$ cat config.mk
export PLATFORM = sky130hd
export DESIGN_NAME = alu_arbiter
export DESIGN_NICKNAME = d
export VERILOG_FILES = /design/src/rtl/alu_arbiter.sv
export SDC_FILE = /design/constraint.sdc
export NUM_CORES = 1
export LEC_CHECK = 0
export BUFFER_PORTS_ARGS = -buffer_cell sky130_fd_sc_hd__clkbuf_2
export CORE_ASPECT_RATIO = 1.1
export CORE_UTILIZATION = 35
export CTS_CLUSTER_DIAMETER = 150
export CTS_CLUSTER_SIZE = 20
export DETAILED_ROUTE_END_ITERATION = 12
export GPL_TIMING_DRIVEN = 0
export PLACE_DENSITY = 0.69
export SYNTH_ARGS = -nofsm -noshare
export SYNTH_HDL_FRONTEND = slang
export SYNTH_SLANG_ARGS = --single-unit
$ cat constraint.sdc
create_clock -name clk -period 2.08 [get_ports clk]
set_clock_uncertainty 0.15 [all_clocks]
set_input_delay 0.416 -clock clk [delete_from_list [all_inputs] [get_ports clk]]
set_output_delay 0.416 -clock clk [all_outputs]
set_load 0.01 [all_outputs]
$ cat src/rtl/alu_arbiter.sv
// alu_arbiter
//
// Purpose:
//   Shares one registered ALU between two requesters. A round-robin arbiter
//   accepts one request at a time, latches its opcode and operands, pulses
//   the ALU load strobe, captures the ALU result one cycle later and returns
//   it to the requester that was accepted. A new request is not accepted
//   until that response has been handed back.
//
// Optional feature (macro ALU_ARB_OPCODE_CHECK_EN):
//   When defined, opcodes 14 and 15 are treated as illegal. They are never
//   sent to the ALU. The block answers straight away with resp_err = 1 and
//   resp_out, resp_ovf and resp_unf all 0. When not defined, every opcode
//   goes to the ALU and resp_err is always 0.
//
// Ports:
//   clk, reset                  clock; synchronous active-high reset
//   req_valid[1:0]              request strobe, bit n = requester n
//   req_ready[1:0]              one-hot accept to the granted requester
//   req0_opcode/a/b             requester 0 opcode and operands
//   req1_opcode/a/b             requester 1 opcode and operands
//   resp_valid[1:0]             one-hot response strobe to the owner
//   resp_ready[1:0]             per-requester response accept
//   resp_out                    captured result (shared bus)
//   resp_ovf/resp_unf/resp_err  captured overflow, underflow, illegal-opcode
//   alu_opcode, alu_a, alu_b    latched ALU inputs
//   alu_set                     ALU load strobe (one cycle per operation)
//   alu_out, alu_overflow,      registered ALU outputs
//   alu_underflow
//   busy                        high whenever the FSM is not idle

module alu_arbiter #(
  parameter int WIDTH = 4
) (
  input  logic             clk,
  input  logic             reset,
  input  logic [1:0]       req_valid,
  output logic [1:0]       req_ready,
  input  logic [3:0]       req0_opcode,
  input  logic [WIDTH-1:0] req0_a,
  input  logic [WIDTH-1:0] req0_b,
  input  logic [3:0]       req1_opcode,
  input  logic [WIDTH-1:0] req1_a,
  input  logic [WIDTH-1:0] req1_b,
  output logic [1:0]       resp_valid,
  input  logic [1:0]       resp_ready,
  output logic [WIDTH-1:0] resp_out,
  output logic             resp_ovf,
  output logic             resp_unf,
  output logic             resp_err,
  output logic [3:0]       alu_opcode,
  output logic [WIDTH-1:0] alu_a,
  output logic [WIDTH-1:0] alu_b,
  output logic             alu_set,
  input  logic [WIDTH-1:0] alu_out,
  input  logic             alu_overflow,
  input  logic             alu_underflow,
  output logic             busy
);

  localparam logic [1:0] IDLE  = 2'd0;
  localparam logic [1:0] ISSUE = 2'd1;
  localparam logic [1:0] WAIT  = 2'd2;
  localparam logic [1:0] RESP  = 2'd3;

  logic [1:0]       state;
  logic [1:0]       next_state;
  logic             last_grant;
  logic             owner;
  logic             grant_id;
  logic             accept;
  logic             illegal_op;
  logic             resp_err_q;
  logic [3:0]       sel_opcode;
  logic [WIDTH-1:0] sel_a;
  logic [WIDTH-1:0] sel_b;

  // Round-robin choice. A single valid requester always wins. On a tie,
  // the requester that was not served last wins.
  always_comb begin
    grant_id = 1'b0;
    case (req_valid)
      2'b01:   grant_id = 1'b0;
      2'b10:   grant_id = 1'b1;
      2'b11:   grant_id = ~last_grant;
      default: grant_id = 1'b0;
    endcase
  end

  // req_ready is only offered in IDLE. It is also held low while reset is
  // asserted, so a handshake can never appear to happen in a reset cycle.
  assign req_ready = (state == IDLE && !reset && (|req_valid))
                     ? (grant_id ? 2'b10 : 2'b01) : 2'b00;
  assign accept    = |(req_valid & req_ready);

  assign sel_opcode = grant_id ? req1_opcode : req0_opcode;
  assign sel_a      = grant_id ? req1_a      : req0_a;
  assign sel_b      = grant_id ? req1_b      : req0_b;

`ifdef ALU_ARB_OPCODE_CHECK_EN
  assign illegal_op = (sel_opcode[3:1] == 3'b111);
`else
  assign illegal_op = 1'b0;
`endif

  // Next-state logic. An illegal opcode (only possible when the check is
  // enabled) skips the ALU and goes straight to RESP. RESP only listens to
  // the ready bit of the requester that owns the response.
  always_comb begin
    next_state = state;
    case (state)
      IDLE:    if (accept) next_state = illegal_op ? RESP : ISSUE;
      ISSUE:   next_state = WAIT;
      WAIT:    next_state = RESP;
      RESP:    if (resp_ready[owner]) next_state = IDLE;
      default: next_state = IDLE;
    endcase
  end

  // State, arbitration pointer, latched request and response registers.
  // On acceptance the request is latched into the ALU input registers, and
  // they keep that value until the next acceptance. In WAIT the ALU result
  // is already registered, so it is copied into the response registers.
  // An illegal opcode loads the error response at acceptance instead.
  always_ff @(posedge clk) begin
    if (reset) begin
      state      <= IDLE;
      last_grant <= 1'b1;
      owner      <= 1'b0;
      alu_opcode <= '0;
      alu_a      <= '0;
      alu_b      <= '0;
      resp_out   <= '0;
      resp_ovf   <= 1'b0;
      resp_unf   <= 1'b0;
      resp_err_q <= 1'b0;
    end else begin
      state <= next_state;
      if (accept) begin
        last_grant <= grant_id;
        owner      <= grant_id;
        alu_opcode <= sel_opcode;
        alu_a      <= sel_a;
        alu_b      <= sel_b;
        if (illegal_op) begin
          resp_out   <= '0;
          resp_ovf   <= 1'b0;
          resp_unf   <= 1'b0;
          resp_err_q <= 1'b1;
        end
      end
      if (state == WAIT) begin
        resp_out   <= alu_out;
        resp_ovf   <= alu_overflow;
        resp_unf   <= alu_underflow;
        resp_err_q <= 1'b0;
      end
    end
  end

  assign resp_err   = resp_err_q;
  assign alu_set    = (state == ISSUE);
  assign busy       = (state != IDLE);
  assign resp_valid = (state == RESP) ? (owner ? 2'b10 : 2'b01) : 2'b00;

endmodule

==> impl_metrics.env, run 1 <==
export IMPL_gp_congestion=0.751
export IMPL_hold_viol_final=0
export IMPL_startpoint_type="register"
export IMPL_p_clk_frac=0.154
export IMPL_cts_made_buffers=3
export IMPL_drt_iter0_drc=43
export IMPL_p_leak_nw=0.735
export IMPL_first_global_vias=1114
export IMPL_endpoint_kind="output port"
export IMPL_die_w_um=57.2
export IMPL_antenna_left=0
export IMPL_diodes=0
export IMPL_drv_cap=0
export IMPL_dpl_cell_area_um2=1510
export IMPL_die_area_um2=3580
export IMPL_post_dp_hpwl_um=2160
export IMPL_p_comb_frac=0.486
export IMPL_setup_violations_final=0
export IMPL_fin_area_um2=1610
export IMPL_arrival_ps=1410
export IMPL_core_area_um2=3130
export IMPL_clock_path_buffers=2
export IMPL_row_count=21
export IMPL_cts_tree="built"
export IMPL_cts_root_buffer_cell="clkbuf_4"
export IMPL_max_freq_mhz=506
export IMPL_numPortBuffers=59
export IMPL_grt_max_degree=14
export IMPL_fin_crit_sh=0.951
export IMPL_hold_buffers=0
export IMPL_grt_pass1_wl_um=4780
export IMPL_final_nets=239
export IMPL_p_int_mw=0.991
export IMPL_failed_checks="design-rule violations"
export IMPL_insertion_delay_ps=310
export IMPL_final_util=0.515
export IMPL_grt_usage=0.167
export IMPL_p_per_area_nw_per_um2=984
export IMPL_dp_cells=222
export IMPL_synthCells=129
export IMPL_vias=1176
export IMPL_ir_drop_mv=0.437
export IMPL_holdWs_ps=183
export IMPL_layout_common_cells="58 x clkbuf_2, 20 x dfxtp_1, 12 x nand3_1, 12 x a31oi_1, 11 x o21ai_0"
export IMPL_grt_ovfl_total=0
export IMPL_via_per_inst=5.09
export IMPL_pin_count=61
export IMPL_required_ps=1510
export IMPL_synth_seq_cells=22
export IMPL_antenna_found_initial=0
export IMPL_initial_core_util=0.375
export IMPL_fin_tns_setup_ps=0
export IMPL_r2r_setup_slack_ps=540
export IMPL_period_minus_slack_ps=1980
export IMPL_hold_path_class="in2reg"
export IMPL_synth_cell_area_um2=1170
export IMPL_slew_violations=0
export IMPL_first_pass_iters=8
export IMPL_drive_gt1_frac=0.452
export IMPL_status="finished with violations"
export IMPL_synth_ff_type="dfxtp_1"
export IMPL_crit_fanout=10
export IMPL_seq_power_share=0.360
export IMPL_mostFrequentLayoutCell="clkbuf_2"
export IMPL_syn_nets=170
export IMPL_cts_htree_levels=1
export IMPL_ys_seq_area_frac=0.376
export IMPL_synth_edff_count=0
export IMPL_wirelength_um=2890
export IMPL_clock_sinks=22
export IMPL_wl_per_cell_um=12.5
export IMPL_die_h_um=62.7
export IMPL_switchingPower_mw=0.593
export IMPL_fin_cells=231
export IMPL_drc=6
export IMPL_criticalPathCategory="reg2out"
export IMPL_area_delta_synth_final_pct=37.4
export IMPL_synth_cell_types=27
export IMPL_rsz0062_at_grt="false"
export IMPL_synth_warnings=0
export IMPL_ys_async_sr_fraction=0
export IMPL_postSynthAreaPerCell_um2=9.08
export IMPL_p_sw_frac=0.375
export IMPL_path_clk_slew_ps=140
## final timing paths
kind	startpoint	to	depth (start not counted)
worst max-delay path	state[1]	req_ready[1]	6
worst min register to register	alu_a[1]	alu_a[1]	2
worst min-delay path	req0_a[1]	alu_a[1]	3
worst max register to register	state[1]	resp_unf	5
## cells by family (layout without fill, tap and decap cells)
| group | after synthesis | count (layout) | share of synthesized area |
|---|---|---|---|
| adder cells (fa/ha/maj) | 5 | 5 | 0.0534 |
| other | 1 | 1 | 0.00320 |
| multiplexers | 9 | 9 | 0.0769 |
| buffers and inverters | 16 | 84 | 0.0737 |
| flip-flops | 22 | 22 | 0.376 |
| AND/OR/NAND/NOR | 47 | 47 | 0.260 |
| AO/OA/AOI/OAI | 29 | 29 | 0.157 |
## state kept, by name (all words and copies together) (netlist names)
name        cells
alu_a           4
alu_b           4
alu_opcode      4
last_grant      1
owner           1
resp_out        4
resp_ovf        1
resp_unf        1
state           2
## synthesized netlist by cell type (2+ instances only)
cell type | count | area share
a31oi_1 | 12 | 0.064
nor2b_1 | 4 | 0.021
nand2b_1 | 4 | 0.021
ha_1 | 5 | 0.053
o21ai_0 | 11 | 0.047
mux2i_1 | 9 | 0.077
inv_1 | 3 | 0.0096
nor2_1 | 8 | 0.026
nand2_1 | 3 | 0.0096
nand4bb_1 | 9 | 0.087
dfxtp_1 | 22 | 0.38
buf_2 | 9 | 0.038
buf_4 | 2 | 0.013
nand4_1 | 3 | 0.016
nand3_1 | 12 | 0.051
and2_1 | 2 | 0.011
## critical path: stages, from the launching register on
cell and delay, ps:
dfxtp_2 360, inv_4 70, ha_4 140, nand2_1 60, buf_4 170, nor3b_2 150
buf_2 150
## power groups by stage
stage | Sequential, mW | Combinational (mW) | Clock [mW]
2_1_floorplan | 0.596 | 0.444 | 0
3_3_place_gp | 0.576 | 0.669 | 0
3_5_place_dp | 0.576 | 0.676 | 0
4_1_cts | 0.564 | 0.735 | 0.256
5_1_grt | 0.580 | 0.860 | 0.272
6_report | 0.570 | 0.770 | 0.244
## final cells by class
cell class	count	area [um2]
Tap cell	34	42.5
Multi-Input combinational cell	91	662
Buffer	11	61.3
Timing Repair Buffer	66	348
Fill cell	329	1520
Clock buffer	4	36.3
Inverter	3	16.3
Sequential cell	22	443
## metrics by stage
stage	power, mW	setup WS [ps]
finish	1.58	103
global route	1.71	0.725
CTS	1.56	29.7
detailed placement	1.25	68.7
global placement	1.24	86.1
floorplan	1.04	261
## what timing repair did
item | in CTS | in global routing
gates resized for setup | 7 | 6
endpoints found under the setup margin | 3 | 2
buffers inserted | 3 | 4
pin swaps | 0 | 0
## layer usage
| metal | vias up | wire (um) | global-route usage |
|---|---|---|---|
| met5 | - | 0 | 0 |
| met3 | 0 | 234 | 0.0435 |
| met1 | 525 | 1350 | 0.207 |
| met2 | 51 | 1300 | 0.290 |
| met4 | 0 | 0 | 0.0335 |
| li1 | 600 | - | - |
No activity file was read; power rests on OpenSTA's default activity.
==> run 2, diff against run 1 <==
--- a/config.mk
+++ b/config.mk
@@ -12,6 +12,7 @@
 export CTS_CLUSTER_SIZE = 20
 export DETAILED_ROUTE_END_ITERATION = 12
 export GPL_TIMING_DRIVEN = 0
+export MAX_ROUTING_LAYER = met4
 export PLACE_DENSITY = 0.69
 export SYNTH_ARGS = -nofsm -noshare
 export SYNTH_HDL_FRONTEND = slang
==> impl_metrics.env, run 2 (synthesis results as in run 1) <==
export IMPL_drc=6
export IMPL_cts_tree="built"
export IMPL_cts_root_buffer_cell="clkbuf_4"
export IMPL_first_global_vias=1114
export IMPL_cts_made_buffers=3
export IMPL_setup_violations_final=0
export IMPL_drt_iter0_drc=43
export IMPL_die_h_um=62.7
export IMPL_hold_path_class="in2reg"
export IMPL_wl_per_cell_um=12.5
export IMPL_slew_violations=0
export IMPL_multi_input_area_um2=662
export IMPL_clock_sinks=22
export IMPL_slowest_stage="dfxtp_2"
export IMPL_p_leak_nw=0.735
export IMPL_dp_slack_ps=68.7
export IMPL_fin_tns_setup_ps=0
export IMPL_cp_top_family="buffers and inverters"
export IMPL_grt_ovfl_total=0
export IMPL_gp_congestion=0.760
export IMPL_max_freq_mhz=505
export IMPL_initial_core_util=0.375
export IMPL_antenna_left=0
export IMPL_ir_drop_mv=0.437
export IMPL_vias=1160
export IMPL_antenna_found_initial=0
export IMPL_fill_cells=329
export IMPL_grt_pass1_wl_um=4780
export IMPL_die_w_um=57.2
export IMPL_hold_viol_final=0
export IMPL_crit_chain="inv_4 -> ha_4 -> nand2_1 -> buf_4 -> nor3b_2 -> buf_2"
export IMPL_grt_max_degree=14
export IMPL_failed_checks="design-rule violations"
export IMPL_endpoint_kind="output port"
export IMPL_drv_cap=0
export IMPL_pin_count=61
export IMPL_clock_path_buffers=2
export IMPL_area_delta_synth_final_pct=37.4
export IMPL_arrival_ps=1410
export IMPL_layout_common_cells="58 x clkbuf_2, 20 x dfxtp_1, 12 x nand3_1, 12 x a31oi_1, 11 x o21ai_0"
export IMPL_row_count=21
export IMPL_status="finished with violations"
export IMPL_max_stage_delay_ps=360
export IMPL_cts_htree_levels=1
export IMPL_first_pass_iters=8
export IMPL_required_ps=1510
export IMPL_criticalPathCategory="reg2out"
export IMPL_diodes=0
export IMPL_rsz0062_at_grt="false"
export IMPL_seqCellArea_um2=443
export IMPL_drive_gt1_frac=0.452
export IMPL_grt_usage=0.172
export IMPL_holdWs_ps=181
export IMPL_insertion_delay_ps=320
export IMPL_core_area_um2=3130
export IMPL_critPathBufInv=3
export IMPL_startpoint_type="register"
export IMPL_r2r_setup_slack_ps=540
export IMPL_mostFrequentLayoutCell="clkbuf_2"
export IMPL_fin_crit_sh=0.952
export IMPL_wirelength_um=2890
export IMPL_path_clk_slew_ps=140
export IMPL_crit_fanout=10
export IMPL_setup_slack_ps=99.6
export IMPL_via_per_inst=5.02
export IMPL_final_nets=239
export IMPL_post_dp_hpwl_um=2160
export IMPL_p_per_area_nw_per_um2=984
export IMPL_numPortBuffers=59
export IMPL_period_minus_slack_ps=1980
export IMPL_die_area_um2=3580
export IMPL_hold_buffers=0
-- run 2: cell counts in the layout (fill, tap and decap cells not counted) --
Identical to the previous run, type by type.
-- run 2: layout make-up --
class,count,area share
multi-input cells,91,0.411
flip-flops and latches,22,0.275
repair buffers,66,0.216
clock buffers,4,0.0226
inverters,3,0.0101
well taps,34,0.0264
plain buffers,11,0.0381
-- run 2: path summary, 6_finish.rpt --
| path | startpoint | to | depth (start not counted) |
|---|---|---|---|
| worst min register to register | alu_a[1] | alu_a[1] | 2 |
| worst max register to register | state[1] | resp_unf | 5 |
| worst min-delay path | req0_a[1] | alu_a[1] | 3 |
| worst max-delay path | state[1] | req_ready[1] | 6 |
-- run 2: tightest hold or removal path: cells and delay by family --
family                 cells  cell delay (ps)
AO/OA/AOI/OAI              1               70
buffers and inverters      1               80
AND/OR/NAND/NOR            1               50
-- run 2: power by group --
group | switching [mW] | internal, mW
Combinational | 0.397 | 0.371
Sequential | 0.0573 | 0.513
Clock | 0.138 | 0.107
Total | 0.592 | 0.991
-- run 2: through the flow --
| step | cell area, um2 | cells | total power, mW | util |
|---|---|---|---|---|
| floorplan | 1170 | 129 | 1.04 | - |
| global route | 1610 | 231 | 1.71 | 0.515 |
| CTS | 1570 | 227 | 1.56 | 0.502 |
| global placement | 1510 | 222 | 1.24 | 0.483 |
| finish | 1610 | 231 | 1.58 | 0.515 |
| detailed placement | 1510 | 222 | 1.25 | 0.483 |
-- run 2: layer usage --
layer | vias up | GRT usage | share of wire
li1 | 599 | - | -
met1 | 508 | 0.208 | 0.47
met2 | 51 | 0.290 | 0.45
met3 | 2 | 0.0414 | 0.080
met4 | 0 | 0.0335 | 0.0014
met5 | - | - | 0
-- run 2: timing repair --
item,in CTS,in global routing
cloned,0,0
pin swaps,0,0
setup endpoints to repair,3,2
setup buffers,3,4
resized for setup,7,6
